$ cat src/rtl/uart_rx_hex_pkg.sv
// Shared definitions for the HEX-loader UART receiver: FSM encoding, parity modes,
// oversampling constants and the parity check helper.
package uart_rx_hex_pkg;

  typedef enum logic [2:0] {
    ST_IDLE   = 3'd0,
    ST_START  = 3'd1,
    ST_DATA   = 3'd2,
    ST_PARITY = 3'd3,
    ST_STOP   = 3'd4,
    ST_BRK    = 3'd5
  } state_t;

  localparam int PAR_NONE = 0;
  localparam int PAR_EVEN = 1;
  localparam int PAR_ODD  = 2;

  localparam int         OVS    = 16;
  localparam logic [3:0] SC_MID = 4'd7;

  // x is the XOR of the eight data bits and the received parity bit.
  function automatic logic parity_ok(input int mode, input logic x);
    return (mode == PAR_ODD) ? x : ~x;
  endfunction

endpackage

$ cat src/rtl/uart_rx_hex_baud.sv
// Oversample tick generator: counts 0..DIV-1 and pulses tick on the last count.
// sync_clr holds the counter at zero so the tick phase follows the start edge.
module uart_rx_hex_baud #(
  parameter int DIV = 27
) (
  input  logic clk,
  input  logic clr,
  input  logic sync_clr,
  output logic tick
);

  localparam logic [15:0] LAST = 16'(DIV - 1);

  logic [15:0] cnt;

  always_ff @(posedge clk or negedge clr) begin
    if (!clr) begin
      cnt <= '0;
    end else if (sync_clr || cnt == LAST) begin
      cnt <= '0;
    end else begin
      cnt <= cnt + 16'd1;
    end
  end

  assign tick = (cnt == LAST) && !sync_clr;

endmodule

$ cat src/rtl/uart_rx_hex.sv
// UART receiver feeding the HEX converter: 16x oversampled 8-bit frames, optional parity,
// one-clock dv/ferr/perr strobes; errored bytes never reach dout.
module uart_rx_hex
  import uart_rx_hex_pkg::*;
#(
  parameter int DIV    = 27,
  parameter int PARITY = 0
) (
  input  logic       clk,
  input  logic       clr,
  input  logic       rxd,
  output logic [7:0] dout,
  output logic       dv,
  output logic       ferr,
  output logic       perr,
  output logic       busy,
  output state_t     dbg_state
);

  // Handshake: dv is a single-clock valid with no ready; dout is stable from the dv
  // clock until the next dv, so the sink must capture it while dv is high.

  logic       rx_meta, rxs;
  logic       tick, sample;
  state_t     state;
  logic [3:0] sc;
  logic [2:0] bitn;
  logic [7:0] shreg;
  logic       par_acc, perr_l;

  always_ff @(posedge clk or negedge clr) begin
    if (!clr) begin
      rx_meta <= 1'b1;
      rxs     <= 1'b1;
    end else begin
      rx_meta <= rxd;
      rxs     <= rx_meta;
    end
  end

  uart_rx_hex_baud #(.DIV(DIV)) u_baud (
    .clk      (clk),
    .clr      (clr),
    .sync_clr (state == ST_IDLE),
    .tick     (tick)
  );

  // Act on the tick that moves sc onto mid, i.e. the first instant sc==7 holds.
  assign sample = tick && (sc == SC_MID - 4'd1);

  always_ff @(posedge clk or negedge clr) begin
    if (!clr) begin
      state   <= ST_IDLE;
      sc      <= '0;
      bitn    <= '0;
      shreg   <= '0;
      par_acc <= 1'b0;
      perr_l  <= 1'b0;
      dout    <= '0;
      dv      <= 1'b0;
      ferr    <= 1'b0;
      perr    <= 1'b0;
      busy    <= 1'b0;
    end else begin
      dv   <= 1'b0;
      ferr <= 1'b0;
      perr <= 1'b0;
      if (tick) sc <= sc + 4'd1;
      case (state)
        ST_IDLE: begin
          sc   <= '0;
          busy <= 1'b0;
          if (!rxs) begin
            state <= ST_START;
            busy  <= 1'b1;
          end
        end
        ST_START: begin
          if (sample) begin
            if (rxs) begin
              state <= ST_IDLE;
              busy  <= 1'b0;
            end else begin
              state   <= ST_DATA;
              bitn    <= '0;
              par_acc <= 1'b0;
              perr_l  <= 1'b0;
            end
          end
        end
        ST_DATA: begin
          if (sample) begin
            shreg   <= {rxs, shreg[7:1]};
            par_acc <= par_acc ^ rxs;
            bitn    <= bitn + 3'd1;
            if (bitn == 3'd7) state <= (PARITY != PAR_NONE) ? ST_PARITY : ST_STOP;
          end
        end
        ST_PARITY: begin
          if (sample) begin
            perr_l <= !parity_ok(PARITY, par_acc ^ rxs);
            state  <= ST_STOP;
          end
        end
        ST_STOP: begin
          // Leave at stop mid so a start bit with zero idle gap is still seen.
          if (sample) begin
            if (!rxs) begin
              ferr  <= 1'b1;
              state <= ST_BRK;
            end else begin
              state <= ST_IDLE;
              busy  <= 1'b0;
              if (perr_l) begin
                perr <= 1'b1;
              end else begin
                dout <= shreg;
                dv   <= 1'b1;
              end
            end
          end
        end
        ST_BRK: begin
          if (rxs) begin
            state <= ST_IDLE;
            busy  <= 1'b0;
          end
        end
        default: begin
          state <= ST_IDLE;
          busy  <= 1'b0;
        end
      endcase
    end
  end

  assign dbg_state = state;

endmodule

$ cat config.mk
export PLATFORM = sky130hd
export DESIGN_NAME = uart_rx_hex
export DESIGN_NICKNAME = d
export VERILOG_FILES = /design/src/rtl/uart_rx_hex_pkg.sv /design/src/rtl/uart_rx_hex_baud.sv /design/src/rtl/uart_rx_hex.sv
export SDC_FILE = /design/constraint.sdc
export NUM_CORES = 1
export LEC_CHECK = 0
export CORE_UTILIZATION = 30
export CTS_CLUSTER_SIZE = 24
export DETAILED_ROUTE_END_ITERATION = 10
export HOLD_SLACK_MARGIN = 0.02
export SLEW_MARGIN = 20
export SYNTH_ARGS = -nofsm -noshare
export SYNTH_HDL_FRONTEND = slang
export SYNTH_HIERARCHICAL = 1
export SYNTH_SLANG_ARGS = --single-unit
export TNS_END_PERCENT = 1
$ cat constraint.sdc
create_clock -name clk -period 6.5 [get_ports clk]
set_clock_uncertainty 0.05 [all_clocks]
set_input_delay 1.625 -clock clk [delete_from_list [all_inputs] [get_ports clk]]
set_output_delay 1.625 -clock clk [all_outputs]
set_load 0.01 [all_outputs]
==> flow_results.xml, run 1 <==
<?xml version="1.0" encoding="UTF-8"?>
<metrics>
  <group name="floorplan">
    <metric name="core_area" unit="um2">7690</metric>
    <metric name="top_level_ports" unit="">18</metric>
    <metric name="fp.dieArea" unit="um2">8290</metric>
    <metric name="initial_utilization" unit="%">31.0</metric>
    <metric name="fp-row-count" unit="">32</metric>
    <metric name="fp.dieW" unit="um">91.1</metric>
    <metric name="dieHeight" unit="um">91.1</metric>
  </group>
  <group name="yosys">
    <metric name="post-synth-top-count-cell" unit="">dfrtp_1</metric>
    <metric name="synth_area_per_cell" unit="um2">11.1</metric>
    <metric name="yosys-top-cells-area" unit="">dfrtp_1 50%, mux2_2 7.6%, nor2_1 4.4%</metric>
    <metric name="synth.net_count" unit="">223</metric>
    <metric name="synth_warnings" unit="">6</metric>
    <metric name="distinct_cell_type_count_of_the_synthesized_netlist" unit="">43</metric>
    <metric name="number_of_enable_flip_flop_cells_after_synthesis" unit="">0</metric>
    <metric name="yosys-top-cells-count" unit="">48 x dfrtp_1, 28 x nor2_1, 16 x mux2_2</metric>
    <metric name="postSynthCellCount" unit="">214</metric>
    <metric name="synth.yosys.seq_area_share" unit="%">52.7</metric>
    <metric name="dominantRegCellSynth" unit="">dfrtp_1</metric>
    <metric name="synth.cell_area" unit="um2">2380</metric>
    <metric name="netlist.area_leader.share" unit="%">50.5</metric>
    <metric name="synth.ff_latch_count" unit="">50</metric>
    <metric name="postSynth.asyncResetShare" unit="%">100</metric>
    <metric name="yosysTopAreaCell" unit="">dfrtp_1</metric>
  </group>
  <group name="place">
    <metric name="gp_congestion" unit="">0.761</metric>
    <metric name="place.detailed.hpwl" unit="mm">2.69</metric>
    <metric name="numPortBuffers" unit="">17</metric>
  </group>
  <group name="critical_path">
    <metric name="critical-path-max-stage-delay" unit="ns">0.61</metric>
    <metric name="worst_ep_arrival_time" unit="ns">1.50</metric>
    <metric name="critical_path.cell_chain" unit="">clkdlybuf4s50_1</metric>
    <metric name="timing.reg2reg.setup_slack" unit="ns">3.37</metric>
    <metric name="worst_r2r_endpoint" unit="">dout[1]</metric>
    <metric name="crit_path_top_delay_cell" unit="">clkdlybuf4s50_1</metric>
    <metric name="family_of_cells_with_the_greatest_summed_delay_on_the_critical_path" unit="">buffers and inverters</metric>
    <metric name="timing.setup.critical_path_class" unit="">flop to output port</metric>
    <metric name="timing.rr.start" unit="">u_baud/cnt[0]</metric>
    <metric name="critical_path_buffer_and_inverter_count" unit="">1</metric>
    <metric name="start_kind" unit="">flop</metric>
    <metric name="critPathCaptureType" unit="">output port</metric>
    <metric name="timing.reg2reg.worst_path_depth" unit="">8</metric>
    <metric name="crit_path_max_fanout" unit="">14</metric>
    <metric name="timing.critical_path.required" unit="ns">4.83</metric>
  </group>
  <group name="cells_and_area">
    <metric name="fillCellCount" unit="">774</metric>
    <metric name="antenna-diode-count" unit="">0</metric>
    <metric name="final_net_count" unit="">236</metric>
    <metric name="final_layout_size_suffix_gt1_share" unit="%">16.7</metric>
    <metric name="layout_stage_area_growth_over_the_synthesis_result" unit="%">14.6</metric>
    <metric name="seqCellArea" unit="um2">1250</metric>
    <metric name="combined_area_of_the_multi_input_logic_cells" unit="um2">1040</metric>
  </group>
  <group name="clock_tree">
    <metric name="clock_sink_count" unit="">50</metric>
    <metric name="holdBufCountCts" unit="">0</metric>
    <metric name="numCtsBuffers" unit="">5</metric>
    <metric name="clock_latency" unit="ns">0.31</metric>
    <metric name="cts.reportedPaths.clkPinSlew" unit="ns">0.10</metric>
    <metric name="cts_repair_resize_count" unit="">0</metric>
    <metric name="tritoncts" unit="">yes</metric>
    <metric name="cts_root_buf" unit="">clkbuf_8</metric>
    <metric name="cts_buffer_depth" unit="">2</metric>
    <metric name="post-cts-setup-buffer-count" unit="">0</metric>
    <metric name="cts-htree-levels" unit="">2</metric>
  </group>
  <group name="route">
    <metric name="number_of_search_and_repair_iterations_in_the_first_detailed_routing_pass" unit="">4</metric>
    <metric name="detail_route.iter0.violations" unit="">90</metric>
    <metric name="vias" unit="">1539</metric>
    <metric name="detail_route.wl_per_cell" unit="um">12.0</metric>
    <metric name="ant_nets" unit="">0</metric>
    <metric name="drc" unit="">0</metric>
    <metric name="detail_route.wirelength" unit="mm">3.95</metric>
    <metric name="drt-vias-per-instance" unit="">4.66</metric>
  </group>
  <group name="sta">
    <metric name="finalHoldViolCount" unit="">0</metric>
    <metric name="slew_violations" unit="">0</metric>
    <metric name="fin_crit_share" unit="%">48.9</metric>
    <metric name="slew-limit-headroom" unit="%">53.6</metric>
    <metric name="rsz0062_at_grt" unit="">no</metric>
    <metric name="totalNegativeSetupSlack" unit="ns">0</metric>
    <metric name="finalSetupViolCount" unit="">0</metric>
    <metric name="max_clock_freq" unit="MHz">315</metric>
    <metric name="tmin_final" unit="ns">3.18</metric>
    <metric name="worstMarginPinSlew" unit="ns">0.696</metric>
  </group>
  <group name="run_status">
    <metric name="outcome" unit="">complete, no violations</metric>
  </group>
  <group name="global_routing">
    <metric name="grt_util_all_layers" unit="%">10.9</metric>
    <metric name="grt_start_max_net_pins" unit="">51</metric>
    <metric name="first_global_vias" unit="">1597</metric>
    <metric name="grt_first_pass_wirelength" unit="mm">7.29</metric>
    <metric name="overflow" unit="">0</metric>
    <metric name="grt_antenna_before_repair" unit="">0</metric>
  </group>
  <group name="pwr">
    <metric name="post-layout-total-power" unit="mW">0.547</metric>
    <metric name="ir_worst_vdd" unit="mV">0.119</metric>
    <metric name="power_density" unit="nW/um2">201</metric>
    <metric name="static-leakage-power" unit="nW">1.18</metric>
  </group>
  <group name="worst_hold_path">
    <metric name="min_path_cells" unit="">0</metric>
    <metric name="min_delay_worst_endpoint" unit="">rxs</metric>
    <metric name="worst_hold_startpoint" unit="">rx_meta</metric>
    <metric name="timing.hold.worst.class" unit="">flop to flop</metric>
  </group>
  <group name="job">
    <metric name="max-cap-violations" unit="">0</metric>
  </group>
</metrics>
==> flip-flops by register name, indices dropped and copies added (netlist names) <==
signal,flops
perr_l,1
dout,8
sc,4
rx_meta,1
busy,1
par_acc,1
dv,1
dbg_state,3
bitn,3
perr,1
rxs,1
ferr,1
shreg,8
u_baud/cnt,16
==> how the worst max path moves through the flow <==
stage          cells after the start     startpoint  slack, ns            to
2_1_floorplan                      9  u_baud/cnt[0]       4.11       dout[0]
3_3_place_gp                       8  u_baud/cnt[0]       3.37       dout[0]
3_5_place_dp                       8  u_baud/cnt[0]       3.33       dout[6]
4_1_cts                            1   dbg_state[2]       3.29  dbg_state[2]
5_1_grt                            8  u_baud/cnt[0]       2.94       dout[0]
6_report                           1   dbg_state[2]       3.32  dbg_state[2]
==> cell usage in the layout, fill, tap and decap left out, types with 6 or more instances in the layout <==
cell type	synthesis	layout
nand3_1	8	8
xnor2_1	12	12
clkdlybuf4s50_1	0	16
o21ai_0	7	7
dfrtp_1	48	48
inv_1	6	6
nand4_1	6	6
nor2_1	28	28
ha_1	6	6
nand2_1	6	6
mux2_2	16	16
nor3_1	9	9
xor2_1	6	6
==> cell families (layout without fill, tap and decap cells) <==
group	count (synthesis)	after routing	share of synthesized area (%)
simple gates	88	88	21.1
xor+xnor	18	18	6.62
mux	17	17	7.99
fa+ha+maj	6	6	3.15
flops	50	50	52.7
buf+inv	17	31	3.68
compound gates	18	18	4.78
==> cell type report <==
cell class                      count  share of cell area, %
Sequential cell                    50                   46.0
Multi-Input combinational cell    147                   38.1
Timing Repair Buffer               17                   6.15
Tap cell                          102                   4.68
Clock buffer                        5                   2.52
Clock inverter                      3                   1.74
Inverter                            6                  0.826
==> stage by stage <==
stage	hold slack [ns]	util (%)	setup WS (ns)	cell area, um2	std cells
detailed placement	0.303	33.9	3.33	2610	322
global route	0.323	35.5	2.94	2730	330
floorplan	0.295	-	4.11	2380	214
finish	0.315	35.5	3.32	2730	330
global placement	0.298	33.9	3.37	2610	322
CTS	0.316	35.4	3.29	2720	330
==> metal layers <==
layer	part of all wire [%]	vias to the layer above	global-route usage, %
met1	48	747	14.0
li1	-	766	-
met4	0.99	0	3.97
met3	3.4	5	2.76
met5	0	-	0
met2	48	21	17.6
==> power breakdown <==
| group | leakage, nW | internal [mW] | switching (mW) | total, mW |
|---|---|---|---|---|
| combinational | 0.456 | 0.00157 | 0.00678 | 0.00836 |
| sequential | 0.662 | 0.312 | 0.00120 | 0.313 |
| clock | 0.0591 | 0.117 | 0.108 | 0.226 |
(Power assumes the default switching activity.)
==> inputs of run 2 (changes only) <==
Clock period 6.5 ns to 2.78 ns, I/O delays scaled along.
==> flow_results.xml, run 2 (same netlist as run 1, synthesis figures left out) <==
<?xml version="1.0" encoding="UTF-8"?>
<metrics>
  <group name="cells_and_area">
    <metric name="largest_register_ffs" unit="">16</metric>
    <metric name="layout_commonest_cell" unit="">dfrtp_1</metric>
    <metric name="antenna-diode-count" unit="">0</metric>
    <metric name="most-common-layout-cells" unit="">48 x dfrtp_1, 28 x nor2_1, 16 x mux2_2, 16 x clkdlybuf4s50_1, 12 x xnor2_1</metric>
    <metric name="layout_stage_area_growth_over_the_synthesis_result" unit="%">17.5</metric>
    <metric name="post_layout_nonfiller_instances" unit="">340</metric>
    <metric name="fillCellCount" unit="">790</metric>
    <metric name="final_net_count" unit="">246</metric>
    <metric name="layout_top_registers" unit="">u_baud/cnt: 16 flops, dout: 8 flops, shreg: 8 flops</metric>
    <metric name="largest-register" unit="">u_baud/cnt</metric>
    <metric name="final_layout_size_suffix_gt1_share" unit="%">20.2</metric>
  </group>
  <group name="critical_path">
    <metric name="worst_ep_arrival_time" unit="ns">2.50</metric>
    <metric name="start_kind" unit="">flop</metric>
    <metric name="critPathCaptureType" unit="">flop</metric>
    <metric name="timing.critical_path.required" unit="ns">2.94</metric>
    <metric name="timing.setup.critical_path_class" unit="">flop to flop</metric>
    <metric name="crit_path_max_fanout" unit="">9</metric>
  </group>
  <group name="sta">
    <metric name="max_clock_freq" unit="MHz">427</metric>
    <metric name="totalNegativeSetupSlack" unit="ns">0</metric>
    <metric name="slew_violations" unit="">0</metric>
    <metric name="finalHoldViolCount" unit="">0</metric>
    <metric name="slew-limit-headroom" unit="%">58.1</metric>
    <metric name="finalSetupViolCount" unit="">0</metric>
    <metric name="fin_crit_share" unit="%">84.2</metric>
    <metric name="rsz0062_at_grt" unit="">no</metric>
    <metric name="worstMarginPinSlew" unit="ns">0.628</metric>
    <metric name="tmin_final" unit="ns">2.34</metric>
  </group>
  <group name="pwr">
    <metric name="sequentialPowerShare" unit="%">57.4</metric>
    <metric name="power.net_switching" unit="mW">0.273</metric>
    <metric name="share_comb_of_total_power" unit="%">1.7</metric>
    <metric name="static-leakage-power" unit="nW">1.22</metric>
    <metric name="cellInternalPower" unit="mW">1.00</metric>
    <metric name="post-layout-total-power" unit="mW">1.28</metric>
    <metric name="sw_frac_of_total" unit="%">21.4</metric>
    <metric name="p_clk_share" unit="%">40.9</metric>
    <metric name="ir_worst_vdd" unit="mV">0.264</metric>
    <metric name="power_density" unit="nW/um2">456</metric>
  </group>
  <group name="route">
    <metric name="detail_route.iter0.violations" unit="">76</metric>
    <metric name="detail_route.wirelength" unit="mm">4.25</metric>
    <metric name="detail_route.wl_per_cell" unit="um">12.5</metric>
    <metric name="drt-vias-per-instance" unit="">4.67</metric>
    <metric name="ant_nets" unit="">0</metric>
    <metric name="drc" unit="">0</metric>
    <metric name="number_of_search_and_repair_iterations_in_the_first_detailed_routing_pass" unit="">4</metric>
    <metric name="vias" unit="">1587</metric>
  </group>
  <group name="floorplan">
    <metric name="fp.dieArea" unit="um2">8290</metric>
    <metric name="dieHeight" unit="um">91.1</metric>
    <metric name="fp-row-count" unit="">32</metric>
    <metric name="fp.dieW" unit="um">91.1</metric>
    <metric name="core_area" unit="um2">7690</metric>
    <metric name="top_level_ports" unit="">18</metric>
    <metric name="initial_utilization" unit="%">31.0</metric>
  </group>
  <group name="global_routing">
    <metric name="grt_first_pass_wirelength" unit="mm">7.62</metric>
    <metric name="overflow" unit="">0</metric>
    <metric name="grt_start_max_net_pins" unit="">28</metric>
    <metric name="first_global_vias" unit="">1602</metric>
    <metric name="grt_antenna_before_repair" unit="">0</metric>
    <metric name="grt_util_all_layers" unit="%">11.4</metric>
  </group>
  <group name="clock_tree">
    <metric name="holdBufCountCts" unit="">0</metric>
    <metric name="cts.reportedPaths.clkPinSlew" unit="ns">0.10</metric>
    <metric name="cts_repair_resize_count" unit="">0</metric>
    <metric name="cts_root_buf" unit="">clkbuf_8</metric>
    <metric name="post-cts-setup-buffer-count" unit="">0</metric>
    <metric name="cts-htree-levels" unit="">2</metric>
    <metric name="clock_latency" unit="ns">0.31</metric>
    <metric name="cts_buffer_depth" unit="">2</metric>
    <metric name="tritoncts" unit="">yes</metric>
    <metric name="clock_sink_count" unit="">50</metric>
    <metric name="numCtsBuffers" unit="">5</metric>
  </group>
  <group name="place">
    <metric name="place.detailed.hpwl" unit="mm">2.96</metric>
    <metric name="gp_congestion" unit="">0.783</metric>
    <metric name="placed_cell_count" unit="">332</metric>
    <metric name="numPortBuffers" unit="">17</metric>
  </group>
  <group name="job">
    <metric name="max-cap-violations" unit="">0</metric>
  </group>
  <group name="worst_hold_path">
    <metric name="timing.hold.worst.class" unit="">flop to flop</metric>
  </group>
  <group name="run_status">
    <metric name="outcome" unit="">complete, no violations</metric>
  </group>
</metrics>
## run 2: cell types whose count changed in the layout (fill, tap and decap cells not counted), sizes merged
| cell | delta |
|---|---|
| buf | +10 |
| inv | -2 |
| clkinvlp | +2 |
## run 2: power by group through the flow
| stage | logic, mW | registers (mW) | clock network [mW] |
|---|---|---|---|
| 6_report | 0.0218 | 0.732 | 0.522 |
| 5_1_grt | 0.0262 | 0.733 | 0.567 |
| 4_1_cts | 0.0232 | 0.732 | 0.538 |
| 3_5_place_dp | 0.0232 | 0.747 | 0 |
| 3_3_place_gp | 0.0226 | 0.747 | 0 |
| 2_1_floorplan | 0.00488 | 0.744 | 0 |
## run 2: area by class of cell
| class | count | area, um2 | share of cell area (%) |
|---|---|---|---|
| clock buffer | 5 | 68.8 | 2.46 |
| multi-input combinational | 147 | 1040 | 37.1 |
| timing repair buffer | 27 | 240 | 8.59 |
| inverter | 6 | 22.5 | 0.805 |
| tap | 102 | 128 | 4.56 |
| clock inverter | 3 | 45.0 | 1.61 |
| sequential | 50 | 1250 | 44.8 |
## run 2: final timing paths
check | start | endpoint | depth (start not counted) | slack [ns]
min reg2reg | rx_meta | rxs | 0 | 0.32
max | u_baud/cnt[0] | dout[1] | 9 | 0.44
max in group asynchronous | clr | rxs | 2 | 1.62
max reg2reg | u_baud/cnt[0] | dout[1] | 9 | 0.44
min | rx_meta | rxs | 0 | 0.32
min in group asynchronous | clr | shreg[0] | 1 | 0.34
## run 2: metrics by stage
stage	hold slack, ns	util [%]	setup WS (ns)	cell area, um2
floorplan	0.295	-	0.386	2380
global placement	0.305	34.9	0.511	2680
detailed placement	0.307	34.9	0.415	2680
CTS	0.320	36.4	0.408	2800
global route	0.321	36.4	0.279	2800
finish	0.321	36.4	0.438	2800
## run 2: layer usage
layer  global-route usage [%]  vias to the layer above  share of wire (%)
met4                     4.37                        0                1.3
met1                     14.8                      768                 50
met3                     2.26                        7                2.4
met2                     18.7                       20                 46
met5                        0                        -                  0
li1                         -                      792                  -
## run 2: worst max-delay path, stage by stage, from the launching register on
cell      delay [ns]
dfrtp_1         0.43
inv_1           0.07
ha_1            0.14
nor4b_1         0.22
nand4_1         0.18
nor2_1          0.16
nand4b_1        0.21
nor4_4          0.24
buf_4           0.21
mux2_2          0.35
